[src/rtl/tpu_pkg.sv]
// Shared TPU types: feed controller state encoding and default lane width.
package tpu_pkg;

    localparam int unsigned DATA_W = 32;

    typedef enum logic [1:0] {
        IDLE  = 2'd0,
        FEED  = 2'd1,
        DRAIN = 2'd2,
        DONE  = 2'd3
    } feed_state_t;

endpackage

[src/rtl/skew_feed_ctrl_if.sv]
// Scheduler / operand buffer / skew triangle signals of the skew feed controller.
interface skew_feed_ctrl_if #(
    parameter int unsigned N      = 8,
    parameter int unsigned DATA_W = 32,
    parameter int unsigned ADDR_W = 8
);
    logic                         start;
    logic [ADDR_W-1:0]            base_addr;
    logic [ADDR_W:0]              num_rows;
    logic                         hold;
    logic                         rd_en;
    logic [ADDR_W-1:0]            rd_addr;
    logic [N-1:0][DATA_W-1:0]     rd_data;
    logic [N-1:0][DATA_W-1:0]     feed_data;
    logic                         feed_valid;
    logic [N-1:0]                 lane_valid;
    logic                         busy;
    logic                         done;

    // Scheduler / buffer side
    modport master (
        output start, base_addr, num_rows, hold, rd_data,
        input  rd_en, rd_addr, feed_data, feed_valid, lane_valid, busy, done
    );

    // Controller side
    modport slave (
        input  start, base_addr, num_rows, hold, rd_data,
        output rd_en, rd_addr, feed_data, feed_valid, lane_valid, busy, done
    );
endinterface

[src/rtl/skew_feed_ctrl_valid_skew.sv]
// Free-running valid shifter: lane i sees the feed valid delayed by i cycles.
module valid_skew #(
    parameter int unsigned N = 8
) (
    input  logic         clk,
    input  logic         rst,
    input  logic         in,
    output logic [N-1:0] out
);
    logic [N-2:0] sr;

    always_ff @(posedge clk) begin
        if (rst) begin
            sr <= '0;
        end else begin
            sr[0] <= in;
            for (int i = 1; i < int'(N) - 1; i++) begin
                sr[i] <= sr[i-1];
            end
        end
    end

    assign out = {sr, in};
endmodule

[src/rtl/skew_feed_ctrl.sv]
// Streams one tile of K vectors from the operand buffer into the skew triangle,
// then waits for the array to drain before pulsing done.
module skew_feed_ctrl
    import tpu_pkg::*;
#(
    parameter int unsigned N         = 8,
    parameter int unsigned DATA_W    = tpu_pkg::DATA_W,
    parameter int unsigned ADDR_W    = 8,
    parameter int unsigned ARRAY_LAT = 8
) (
    input  logic            clk,
    input  logic            rst,
    skew_feed_ctrl_if.slave bus
);
    localparam int unsigned DRAIN_LEN = N - 1 + ARRAY_LAT;
    localparam int unsigned CNT_W     = $clog2(N + ARRAY_LAT);

    feed_state_t       state;
    logic [ADDR_W-1:0] addr;
    logic [ADDR_W:0]   remaining;
    logic [CNT_W-1:0]  drain_cnt;
    logic              feed_valid_q;
    logic              busy_q;
    logic              done_q;
    logic              rd_en_c;

    assign rd_en_c = (state == FEED) && !bus.hold;

    always_ff @(posedge clk) begin
        if (rst) begin
            state        <= IDLE;
            addr         <= '0;
            remaining    <= '0;
            drain_cnt    <= '0;
            feed_valid_q <= 1'b0;
            busy_q       <= 1'b0;
            done_q       <= 1'b0;
        end else begin
            feed_valid_q <= rd_en_c;
            done_q       <= 1'b0;
            case (state)
                IDLE: begin
                    if (bus.start) begin
                        busy_q <= 1'b1;
                        if (bus.num_rows != '0) begin
                            state     <= FEED;
                            addr      <= bus.base_addr;
                            remaining <= bus.num_rows;
                        end else begin
                            state  <= DONE;
                            done_q <= 1'b1;
                        end
                    end
                end
                FEED: begin
                    if (rd_en_c) begin
                        addr      <= addr + ADDR_W'(1);
                        remaining <= remaining - (ADDR_W+1)'(1);
                        if (remaining == (ADDR_W+1)'(1)) begin
                            state     <= DRAIN;
                            drain_cnt <= '0;
                        end
                    end
                end
                DRAIN: begin
                    // Count only once the last real vector has left the feed register
                    if (!feed_valid_q) begin
                        drain_cnt <= drain_cnt + CNT_W'(1);
                        if (drain_cnt == CNT_W'(DRAIN_LEN - 1)) begin
                            state  <= DONE;
                            done_q <= 1'b1;
                        end
                    end
                end
                DONE: begin
                    state     <= IDLE;
                    busy_q    <= 1'b0;
                    drain_cnt <= '0;
                end
                default: state <= IDLE;
            endcase
        end
    end

    valid_skew #(.N(N)) u_valid_skew (
        .clk (clk),
        .rst (rst),
        .in  (feed_valid_q),
        .out (bus.lane_valid)
    );

    assign bus.rd_en      = rd_en_c;
    assign bus.rd_addr    = addr;
    assign bus.feed_valid = feed_valid_q;
    assign bus.feed_data  = feed_valid_q ? bus.rd_data : {N{DATA_W'(0)}};
    assign bus.busy       = busy_q;
    assign bus.done       = done_q;
endmodule

[src/flat_wrapper.sv]
// flat-port wrapper written by rule: the top's interface ports become plain ports
module skew_feed_ctrl_flat import tpu_pkg::*;
#(
    parameter int unsigned N         = 8,
    parameter int unsigned DATA_W    = tpu_pkg::DATA_W,
    parameter int unsigned ADDR_W    = 8,
    parameter int unsigned ARRAY_LAT = 8
)
  (clk, rst, bus_start, bus_base_addr, bus_num_rows, bus_hold, bus_rd_data, bus_rd_en, bus_rd_addr, bus_feed_data, bus_feed_valid, bus_lane_valid, bus_busy, bus_done);
  skew_feed_ctrl_if #(.N(N), .DATA_W(DATA_W), .ADDR_W(ADDR_W)) bus_i ();
  input  logic clk;
  input  logic rst;
  input wire logic [$bits(bus_i.start)-1:0] bus_start;
  input wire logic [$bits(bus_i.base_addr)-1:0] bus_base_addr;
  input wire logic [$bits(bus_i.num_rows)-1:0] bus_num_rows;
  input wire logic [$bits(bus_i.hold)-1:0] bus_hold;
  input wire logic [$bits(bus_i.rd_data)-1:0] bus_rd_data;
  output wire logic [$bits(bus_i.rd_en)-1:0] bus_rd_en;
  output wire logic [$bits(bus_i.rd_addr)-1:0] bus_rd_addr;
  output wire logic [$bits(bus_i.feed_data)-1:0] bus_feed_data;
  output wire logic [$bits(bus_i.feed_valid)-1:0] bus_feed_valid;
  output wire logic [$bits(bus_i.lane_valid)-1:0] bus_lane_valid;
  output wire logic [$bits(bus_i.busy)-1:0] bus_busy;
  output wire logic [$bits(bus_i.done)-1:0] bus_done;
  assign bus_i.start = bus_start;
  assign bus_i.base_addr = bus_base_addr;
  assign bus_i.num_rows = bus_num_rows;
  assign bus_i.hold = bus_hold;
  assign bus_i.rd_data = bus_rd_data;
  assign bus_rd_en = bus_i.rd_en;
  assign bus_rd_addr = bus_i.rd_addr;
  assign bus_feed_data = bus_i.feed_data;
  assign bus_feed_valid = bus_i.feed_valid;
  assign bus_lane_valid = bus_i.lane_valid;
  assign bus_busy = bus_i.busy;
  assign bus_done = bus_i.done;
  skew_feed_ctrl #(.N(N), .DATA_W(DATA_W), .ADDR_W(ADDR_W), .ARRAY_LAT(ARRAY_LAT)) u_core (.clk(clk), .rst(rst), .bus(bus_i));
endmodule
[config.mk]
export PLATFORM = sky130hd
export DESIGN_NAME = skew_feed_ctrl_flat
export DESIGN_NICKNAME = d
export VERILOG_FILES = /design/src/rtl/tpu_pkg.sv /design/src/rtl/skew_feed_ctrl_if.sv /design/src/rtl/skew_feed_ctrl_valid_skew.sv /design/src/rtl/skew_feed_ctrl.sv /design/src/flat_wrapper.sv
export SDC_FILE = /design/constraint.sdc
export NUM_CORES = 1
export LEC_CHECK = 0
export CORE_AREA = 2 2 213 215
export CTS_BUF_LIST = sky130_fd_sc_hd__clkbuf_8 sky130_fd_sc_hd__clkbuf_16
export DETAILED_ROUTE_END_ITERATION = 10
export DIE_AREA = 0 0 215 217
export GPL_TIMING_DRIVEN = 1
export SLEW_MARGIN = 20
export SYNTH_ARGS = -nofsm -noshare
export SYNTH_HDL_FRONTEND = slang
export SYNTH_SLANG_ARGS = --single-unit
[constraint.sdc]
create_clock -name clk -period 2.1 [get_ports clk]
set_input_delay 0.42 -clock clk [delete_from_list [all_inputs] [get_ports clk]]
set_output_delay 0.42 -clock clk [all_outputs]
set_load 0.01 [all_outputs]
### Word-level counts from Yosys, hierarchy flattened

Index checks and enable logic that the tools add are counted.

* add/sub/neg operators: 3
* eq/ne operators: 11
* multiplexer cells: 27
* reductions and logical operators: 11

Operator list (count)
* $mux 256: 1
* $mux 9: 3
* $mux 8: 3
* $pmux 9 s2: 1
* $pmux 8 s2: 1
* $mux 2: 6
* $mux 4: 3
* $pmux 4 s3: 1
* $eq 9x1->1 const B: 1
* $reduce_bool 9->1: 1
* $sub 9x1->9 const B: 1
* $add 8x1->8 const B: 1
* $ne 2x2->1 const B: 4
* $pmux 2 s4: 1
* $reduce_and 4->1: 2
* $mux 1: 5
* $reduce_and 5->1: 1
* $add 4x1->4 const B: 1
* $eq 2x2->1 const B: 2
* $eq 4x4->1 const B: 1
* $ne 2x1->1 const B: 2
* $pmux 1 s2: 2
* $reduce_bool 2->1: 2
* $reduce_bool 3->1: 1
* other kinds (5): 5

* register bits after elaboration: 33
* input bits: 277
* output and inout port bits: 276
* word-level logic and storage cells: 60

### Depth between registers and ports, before layout

* word-level depth: 4
* gate-level depth with buffers: 8
* mapped depth without buffers: 6

### Modules after synthesis

A second synthesis with hierarchy kept.

* cells, all modules: 511
* area total of the unflattened synthesis: 3626.0 µm²

By module, submodules not included
* skew_feed_ctrl: instances 1, cells each 496, area each 3434.5 µm², seq. area each 520.5 µm²
* valid_skew: instances 1, cells each 15, area each 191.4 µm², seq. area each 140.1 µm²

### Worst setup path after synthesis

Ideal clock, no wire load.

* path type: flip-flop to flip-flop
* start: register u_core.remaining[0]
* end: register u_core.remaining[8]
* setup time: 0.116 ns
* arrival: 1.741 ns
* required time: 1.984 ns
* path slack: 0.244 ns
* cell stages (with the launch flop): 8
* path buffers: 1
* clock period less this slack: 1.856 ns
* cell sequence: dfxtp_1 > inv_1 > ha_1 > or3b_1 > buf_2 > o31a_1 > o311a_1 > a31o_1

* longest elaborated chain between the ends: 3

Ends and longest elaborated chain
* from (decl): RTL line skew_feed_ctrl.sv:20 `logic [ADDR_W:0] remaining;`
* from (signal assigned): RTL line skew_feed_ctrl.sv:48 `remaining <= bus.num_rows;`
* from (signal assigned): RTL line skew_feed_ctrl.sv:58 `remaining <= remaining - (ADDR_W+1)'(1);`
* $sub 9x1->9: RTL line skew_feed_ctrl.sv:58
* $mux 9: RTL line skew_feed_ctrl.sv:56 `if (rd_en_c) begin`
* $pmux 9 s2: RTL line skew_feed_ctrl.sv:41 `case (state)`

No other way between the ends. The select of a mux whose other input is x is not followed.
A chain may end at the register's enable or synchronous reset.

### Final worst setup path

* start: register u_core.feed_valid_q, in the netlist u_core.bus.feed_valid
* end: output bus_feed_data[72]

* longest elaborated chain between the ends: 1

Ends and longest elaborated chain
* from (decl): RTL line skew_feed_ctrl.sv:22 `logic feed_valid_q;`
* from (signal assigned): RTL line skew_feed_ctrl.sv:39 `feed_valid_q <= rd_en_c;`
* $mux 256: RTL line skew_feed_ctrl.sv:95 `assign bus.feed_data = feed_valid_q ? bus.rd_data : {N{DATA_W'(0)}};`
* to (decl): RTL line flat_wrapper.sv:20 `output wire logic [$bits(bus_i.feed_data)-1:0] bus_feed_data;`

No other way between the ends.

==> key figures <==
Logic synthesis
  • Mux share of post-synthesis cell area: less than 1%
  • Compound-Gate Fraction of Synth Area: 14.8%
  • Unique masters post-synth: 55
  • Syn_area_per_cell: 7.14 um^2
  • Largest family of logic cells by synthesized area: simple AND/OR/NAND/NOR gates
  • Count leader, synth: and2_1
  • Post-synth EDFFs: 0
  • Post-synthesis sequential area ratio: approximately 18%
  • Ranking of synthesized cells by area: and2_1, dfxtp_1, clkbuf_1, ha_1, a21oi_1
  • Mapped Cells: slightly above 500
  • Synth cell count leaders: and2_1, clkbuf_1, dfxtp_1
  • Synth area leader: and2_1
  • Syn_nets: about 800
  • Top cell type's share of synthesized area: between 40% and 50%
  • Synth Cell Area: 3620 um^2
  • Top FF cell, synth: dfxtp_1
  • Synth Area in XOR/XNOR: 0%
  • Yosys warning count: 0
  • Adder-cell area share of the yosys netlist: 3.46%
  • Async S/R FF share, synth: 0%
  • Post-Synth Simple-Gate Area: 56.8%
  • Register bit total from synthesis: 33

Layout
  • Layout area overhead: 190%
  • Area of the multi-input gates: roughly 2800 um^2
  • Layout Nets: roughly 1400
  • Final Util: between 20% and 30%
  • Fillers: approximately 5000
  • Share of layout cells above drive strength 1: a little under a tenth
  • Storage element area: approximately 660 um^2

Routing
  • DR vias/cell: 3.63
  • Initial drt markers: roughly 440
  • Total detailed-routing wirelength: 38.4 mm
  • DR DRC count: 0
  • Routed WL per cell: between 20 and 25 um
  • Final ANT Viol Nets: 0
  • Vias: 6046
  • DRT Pass-1 Iters: 5

Clock network
  • Clk Latency, worst-skew pair: around 0.28 ns
  • CTS tree: yes
  • Htree depth: 2
  • Worst-path clk slew: around 0.06 ns
  • CTS buffer count: 5
  • CTS max path bufs: 2
  • Root Buffer: clkbuf_16
  • CTS Sinks: 33

Power and ir drop
  • Leakage: ~5.8 nW
  • Internal power: 3.29 mW
  • NetSw: 2.24 mW
  • Power share of the sequential group: about 18%
  • Switching Share: about two fifths
  • Worst vdd ir: approximately 410 uV
  • Power share of the clock group: 15.7%
  • P per Cell Area: around 530 nW/um^2
  • Logic gate share of total power: approximately two thirds

STA
  • Ratio of final minimum period to clock period: 98.6%
  • Final setup fails: 0
  • Worst hold margin: 0.461 ns
  • RSZ-0062 raised after global routing: no
  • Fmax: between 0.4 and 0.5 GHz
  • Slew Limit Headroom: about three quarters
  • Final hold violations: 0
  • Post-layout min period: 2.07 ns
  • Worst-margin pin slew: 0.391 ns
  • Clk_skew: 0.00409 ns
  • Slew Limit Fails: 0

Global routing
  • Vias in the first global route: between 5000 and 6000
  • GR Util All Layers: between 10% and 20%
  • Largest net degree at the start of global routing: 44
  • Overflow after GRT: 0
  • First-pass GRT wire length: about 49 mm
  • Antenna violations before repair: 38

Die
  • Row cnt: approximately 80
  • Die Width: approximately 220 um
  • Initial Utilization: a little over 8%
  • DIE AREA: between 40000 and 50000 um^2
  • Die H: ~220 um
  • Io pins: about 550
  • Core region area: 44700 um^2

Critical path
  • Worst setup path class: reg2out
  • Worst-path maximum fanout: 34
  • Worst setup EP type: output port
  • Crit path arrival time: between 1.5 and 2 ns
  • Worst Path Required: approximately 1.7 ns
  • Startpoint Class: flop

Flow run
  • Max-cap viol count: 0

Status
  • Status: finished, final reports clean

Worst hold path
  • Hold Path Class: reg2reg

Placed design
  • Port bufs: between 500 and 600
  • Final HPWL DP: 32.9 mm
  • Placer Congestion: 0.853
==> power by group through the flow <==
stage / clock network, mW / registers (mW) / logic (mW)
floorplan: 0 / 0.985 / 1.67
global placement: 0 / 1.02 / 3.58
detailed placement: 0 / 1.03 / 3.61
CTS: 0.876 / 0.997 / 3.62
global route: 0.895 / 1.03 / 3.94
finish: 0.868 / 1.00 / 3.66
==> critical path: stages, from the launching register on <==
cell and delay, ns:
dfxtp_4 0.37, buf_12 0.15, buf_4 0.15, buf_16 0.15, and2_1 0.21, dlygate4sd2_1 0.29
==> layout make-up <==
| cell class | instances | area share [%] |
|---|---|---|
| multi-input cells | 420 | 26.4 |
| clock buffers | 6 | 1.32 |
| clock inverters | 2 | 0.322 |
| well taps | 600 | 7.15 |
| repair buffers | 592 | 58.1 |
| flip-flops and latches | 33 | 6.32 |
| inverters | 11 | 0.393 |
| diodes | 3 | 0.0715 |
==> metal layers <==
metal / vias up / GRT usage (%) / routed length, um
met1: 2817 / 18.6 / 15600
met5: - / 0 / 0
met3: 82 / 5.63 / 3760
li1: 2791 / - / -
met2: 356 / 26.8 / 18500
met4: 0 / 0.621 / 558
==> cell usage in the layout, fill, tap and decap left out, types with 3 or more instances in the layout <==
cell,count
buf_12,17
nor2_1,10
a311oi_1,3
nor3_1,10
a31oi_1,3
nand2b_1,4
nor4_1,5
buf_4,45
diode_2,3
clkdlybuf4s15_1,3
nand2_1,18
nor2b_1,9
a31o_1,3
dlymetal6s2s_1,60
buf_16,5
dfxtp_1,32
nand3_1,7
nand4_1,3
o2bb2ai_1,3
o31a_1,3
o211ai_1,4
a32o_1,3
and2_4,8
ha_1,10
o21a_1,3
clkdlybuf4s50_1,304
a21oi_1,15
and2_1,249
inv_1,10
dlygate4sd2_1,153
o31ai_1,6
clkbuf_16,8
a211oi_1,3
==> cell families (layout without fill, tap and decap cells) <==
family          count (synthesis)  count (layout)
simple gates                  338             338
compound gates                 69              69
buf+inv                        54             611
flops                          33              33
fa+ha+maj                      10              10
mux                             3               3
other cells                     0               3
==> timing repair <==
action                     4_1_cts  5_1_grt
cloned                           2        3
hold buffers                     0        0
setup endpoints to repair      227       64
setup buffers                    4        4
gates resized for setup        166       68
hold endpoints to repair         0        0
==> path summary, 6_finish.rpt <==
check,from,end,slack [ns],cells past startpoint
min reg2reg,u_core.u_valid_skew.sr[1]$_SDFF_PP0_,u_core.u_valid_skew.sr[2]$_SDFF_PP0_,0.46,1
min,u_core.u_valid_skew.sr[1]$_SDFF_PP0_,u_core.u_valid_skew.sr[2]$_SDFF_PP0_,0.46,1
max reg2reg,u_core.state[0]$_SDFFE_PP0P_,u_core.remaining[8]$_SDFFE_PP0P_,0.12,7
max,u_core.bus.feed_valid$_SDFF_PP0_,bus_feed_data[72],0.03,5
==> state kept, by name, indices dropped and copies added (netlist names) <==
signal,cells
u_core.remaining,9
u_core.bus.busy,1
u_core.drain_cnt,4
u_core.bus.rd_addr,8
u_core.state,2
u_core.bus.done,1
u_core.u_valid_skew.sr,7
u_core.bus.feed_valid,1
==> per-stage QoR <==
| step | setup slack (ns) | setup TNS, ns | instances | area (um^2) | total power, mW |
|---|---|---|---|---|---|
| 6_report | 0.0303 | 0 | 1667 | 10500 | 5.53 |
| 5_1_grt | 0.00128 | 0 | 1664 | 10500 | 5.86 |
| 4_1_cts | -0.0720 | -1.27 | 1657 | 10200 | 5.49 |
| 3_5_place_dp | -0.175 | -2.23 | 1643 | 10100 | 4.64 |
| 3_3_place_gp | -0.142 | -2.08 | 1643 | 10100 | 4.60 |
| 2_1_floorplan | 0.244 | 0 | 507 | 3620 | 2.65 |
Note: power is estimated with default switching activity, not from simulation.
